==> config.mk <==
export PLATFORM = sky130hd
export DESIGN_NAME = program_counter
export DESIGN_NICKNAME = d
export VERILOG_FILES = /design/src/rtl/program_counter.sv
export SDC_FILE = /design/constraint.sdc
export NUM_CORES = 1
export LEC_CHECK = 0
export CORE_AREA = 5 5 42 44
export CTS_CLUSTER_SIZE = 30
export DETAILED_ROUTE_END_ITERATION = 12
export DIE_AREA = 0 0 47 49
export DONT_BUFFER_PORTS = 1
export PLACE_DENSITY = 0.57
export SLEW_MARGIN = 15
export SYNTH_ARGS = -nofsm -noshare
export SYNTH_HDL_FRONTEND = slang
export SYNTH_SLANG_ARGS = --single-unit
==> constraint.sdc <==
create_clock -name clk -period 1.5 [get_ports clk]
set_input_delay 0.45 -clock clk [delete_from_list [all_inputs] [get_ports clk]]
set_output_delay 0.45 -clock clk [all_outputs]
set_load 0.01 [all_outputs]
==> src/rtl/program_counter.sv <==
// Instruction-address sequencer: one rd strobe per PHASES-clock period, jumps, calls, returns, hold.
// Define PC_CALL_STACK_EN to build the hardware return-address stack; otherwise call acts as jump.
module program_counter #(
  parameter int ADDR_WIDTH  = 8,
  parameter int PHASES      = 4,
  parameter int STACK_DEPTH = 4
) (
  input  logic                             clk,
  input  logic                             reset,
  input  logic                             hold,
  input  logic                             set_valid,
  input  logic                             call_valid,
  input  logic                             ret_valid,
  input  logic [ADDR_WIDTH-1:0]            set_value,
  output logic                             rd,
  output logic [ADDR_WIDTH-1:0]            address,
  output logic [$clog2(PHASES)-1:0]        phase,
  output logic [$clog2(STACK_DEPTH+1)-1:0] depth,
  output logic                             stack_err
);
  localparam int PW = $clog2(PHASES);
  localparam int DW = $clog2(STACK_DEPTH + 1);

  logic [PW-1:0]         phase_nxt;
  logic [ADDR_WIDTH-1:0] addr_nxt;
  logic                  last;

  assign last = (phase == PW'(PHASES - 1));
  assign rd   = last && !hold;

`ifdef PC_CALL_STACK_EN
  // Entry count rounded up to a power of two so index width matches the array.
  localparam int IW = (STACK_DEPTH > 1) ? $clog2(STACK_DEPTH) : 1;

  logic [ADDR_WIDTH-1:0] stack_mem [2**IW];
  logic [DW-1:0]         depth_q, depth_nxt;
  logic                  err_q, err_nxt, push;
  logic [IW-1:0]         push_idx, top_idx;
  logic [ADDR_WIDTH-1:0] ret_addr;

  assign push_idx  = IW'(depth_q);
  assign top_idx   = IW'(depth_q - DW'(1));
  assign ret_addr  = address + ADDR_WIDTH'(1);
  assign depth     = depth_q;
  assign stack_err = err_q;

  always_ff @(posedge clk) begin
    if (push) stack_mem[push_idx] <= ret_addr;
  end

  always_ff @(posedge clk) begin
    if (reset) begin
      depth_q <= '0;
      err_q   <= 1'b0;
    end else begin
      depth_q <= depth_nxt;
      err_q   <= err_nxt;
    end
  end
`else
  logic unused_ret;
  assign unused_ret = ret_valid;
  assign depth      = '0;
  assign stack_err  = 1'b0;
`endif

  always_comb begin
    phase_nxt = phase;
    addr_nxt  = address;
`ifdef PC_CALL_STACK_EN
    depth_nxt = depth_q;
    err_nxt   = err_q;
    push      = 1'b0;
    if (ret_valid) begin
      phase_nxt = '0;
      if (depth_q != '0) begin
        addr_nxt  = stack_mem[top_idx];
        depth_nxt = depth_q - DW'(1);
      end else begin
        err_nxt = 1'b1;
      end
    end else if (call_valid) begin
      phase_nxt = '0;
      addr_nxt  = set_value;
      // A full stack drops the push but the target is still taken.
      if (depth_q == DW'(STACK_DEPTH)) begin
        err_nxt = 1'b1;
      end else begin
        push      = 1'b1;
        depth_nxt = depth_q + DW'(1);
      end
    end else
`endif
    if (set_valid || call_valid) begin
      phase_nxt = '0;
      addr_nxt  = set_value;
    end else if (!hold) begin
      phase_nxt = last ? '0 : phase + PW'(1);
      if (rd) addr_nxt = address + ADDR_WIDTH'(1);
    end
  end

  always_ff @(posedge clk) begin
    if (reset) begin
      phase   <= '0;
      address <= '0;
    end else begin
      phase   <= phase_nxt;
      address <= addr_nxt;
    end
  end
endmodule
==> results of run 1 <==
[stage by stage]
stage	power (mW)	hold WS (ps)	instance area, um^2
6_report	0.6193	247.8	710.7
3_5_place_dp	0.3879	520.8	648.1
3_3_place_gp	0.3855	519.5	648.1
2_1_floorplan	0.3741	528.1	611.8
5_1_grt	0.6624	224.3	710.7
4_1_cts	0.6323	237.0	699.4
[critical path, cell delays in order (launching register included)]
cell and delay [ps]:
dfxtp_2 350, ha_4 160, nor2b_4 140, buf_6 130
[cells in the mapped netlist, types with 2 or more instances]
cell	number
mux2i_1	2
a21oi_1	2
a211oi_1	3
buf_2	2
buf_4	4
a311oi_2	3
nor2_1	8
or3_1	4
ha_1	2
xor2_1	2
o21ai_0	4
dfxtp_1	10
nand3_1	2
inv_1	2
[power breakdown]
group | internal [mW] | switching [mW]
Sequential | 0.282 | 0.0185
Combinational | 0.0395 | 0.0414
Clock | 0.147 | 0.0906
Total | 0.469 | 0.150
[flip-flops by register name, summed over array words and instances, names as in the netlist]
name and count:
phase 2, address 8
[cell families after synthesis]
logic type,after synthesis
DFF,10
muxes,3
xor gates and xnor gates,3
adders and majority gates,2
buffers and inverters,9
other,1
AOI/OAI and AO/OA,14
and+or+nand+nor,24
[per-layer routing]
layer | GRT usage, % | wire [um] | vias up
li1 | - | - | 251
met4 | 5.530 | 9 | 0
met3 | 4.428 | 123 | 2
met2 | 18.55 | 616 | 17
met1 | 14.82 | 503 | 224
met5 | 0 | 0 | -
[cells in the final DEF, fill, tap and decap left out, drive strengths merged]
| cell | instances |
|---|---|
| a211oi | 3 |
| nand3 | 2 |
| dfxtp | 10 |
| o21ai | 4 |
| ha | 2 |
| inv | 2 |
| xor2 | 2 |
| nor2b | 1 |
| or3 | 4 |
| a311oi | 4 |
| mux2i | 2 |
| nand3b | 1 |
| nor3 | 1 |
| and2 | 1 |
| nand2 | 1 |
| buf | 8 |
| nor4b | 1 |
| nand4b | 1 |
| nor2 | 8 |
| mux2 | 1 |
| nand4 | 1 |
| or3b | 1 |
| conb | 4 |
| nor4 | 1 |
| clkbuf | 4 |
| a31o | 1 |
| a21oi | 2 |
| xnor2 | 1 |
[what timing repair did]
item / in CTS / in global routing
resized for setup: 4 / 2
setup endpoints to repair: 1 / 1
hold endpoints to repair: 0 / 0
pin swaps: 0 / 0
buffers inserted: 0 / 0
[cell type report]
class,instances,area share (%)
inverters,2,1.056
multi-input cells,50,53.52
repair buffers,8,8.979
flip-flops and latches,10,28.52
well taps,16,2.817
clock buffers,4,5.106
[worst paths after layout]
kind	end	slack (ps)
max	rd	20
min	address[4]$_SDFFE_PP0P_	250
max reg2reg	address[5]$_SDFFE_PP0P_	130
min reg2reg	address[6]$_SDFFE_PP0P_	600
==> flow_summary.toml, run 1 <==
[worst_setup_path]
r2r_start = "phase[0]$_SDFFE_PP0N_"
critPathLaunchType = "flop"
end_kind = "output pin"
criticalPathCategory = "reg2out"
cp.arrival_ps = 1030
crit_fanout = 6
required_ps = 1050
startpoint = "phase[0]$_SDFFE_PP0N_"
ff2ff_path_depth = 4

[synthesis]
async_flop_share_pct = 0
synthAdderAreaFrac_pct = 4.167
synth_cells = 66
muxShareOfSynthArea_pct = 5.208
ys_seq_elements = 10
synth_edf_count = 0
yosysSeqAreaShare_pct = 33.33
synth_top_area_share_pct = 33.33
syn_area_um2 = 600.6
avgSynthCellArea_um2 = 9.100
synthFlopType = "dfxtp_1"
synth_compound_area_share_pct = 19.17
ys_warn_count = 0
synth_cell_types = 30
synth-simple-area-share_pct = 24.58
synthXorXnorAreaFrac_pct = 4.375
synth_top_area_cell = "dfxtp_1"
synth_top_family_by_area = "simple AND/OR/NAND/NOR gates"
synth.top_cells.by_area = "dfxtp_1, a311oi_2, buf_4, nor2_1, ha_1"

[timing]
fin_crit_sh_pct = 98.92
tns_ps = 0
grt_setup_unrepaired = "true"
drv_slew = 0
clock_skew_ps = 0.6845
setup_viol = 0
fmax_mhz = 674.0
min_period_ps = 1484
finalHoldViolCount = 0
setup_ws_ps = 16.27

[global_routing]
grt_first_pass_wirelength_um = 2076
grt_start_max_net_pins = 16
overflow = 0
antenna_found_initial = 0
grt_usage_pct = 12.21
grt_pass1_vias = 467

[routing]
vias_per_cell = 5.489
drtIter0Drc = 2
drtPass1Iterations = 2
post-route-drc-count = 0
via_count = 494
wire_per_inst_um = 13.91
routed_wl_um = 1252
antenna_left = 0

[floorplan]
dieHeight_um = 49
initial_core_util_pct = 42.86
dieArea_um2 = 2303
die_w_um = 47
ioPinCount = 29
floorplan.rows = 14
fp.coreArea_um2 = 1401

[power]
leakage_nw = 0.2801
vdd_drop_max_uv = 434.4
power_density_nw_per_um2 = 871.4

[final_layout]
fillers = 151
nets = 91
seq_area_um2 = 202.7
diodes = 0
multi_input_area_um2 = 380.4
drive_above_1_share_pct = 29.73
syn_to_final_growth_pct = 18.33
stdcell_count = 90
postLayoutCoreUtil_pct = 50.71

[clocking]
cts_htree_levels = 1
cts_sinks = 10
cts_buffer_depth = 2
clkTransAtPathRegs_ps = 70
cts_root_buf = "clkbuf_4"
insertion_delay_ps = 260
cts_hold_buf = 0
numCtsBuffers = 3
cts_tree = "done"

[min_path]
worstHoldStart = "reset"
worstHoldPathType = "in2reg"
min_delay_path_depth = 1

[job]
cap_violations = 0

[placed_design]
placed_cells_incl_taps = 86
pre_cts_ws_ps = 66.67
port_buffers = 0
gp_congestion = 0.6865
dp_hpwl_um = 962.8

[outcome]
outcome = "completed"
Note: power is estimated with default switching activity, not from simulation.
==> run 2: changes to the inputs <==
--- a/config.mk
+++ b/config.mk
@@ -11,6 +11,7 @@
 export DIE_AREA = 0 0 47 49
 export DONT_BUFFER_PORTS = 1
 export PLACE_DENSITY = 0.57
+export SETUP_SLACK_MARGIN = 0.05
 export SLEW_MARGIN = 15
 export SYNTH_ARGS = -nofsm -noshare
 export SYNTH_HDL_FRONTEND = slang
==> results of run 2 <==
Same layout as run 1: the final DEF is identical, and so are final timing and power.
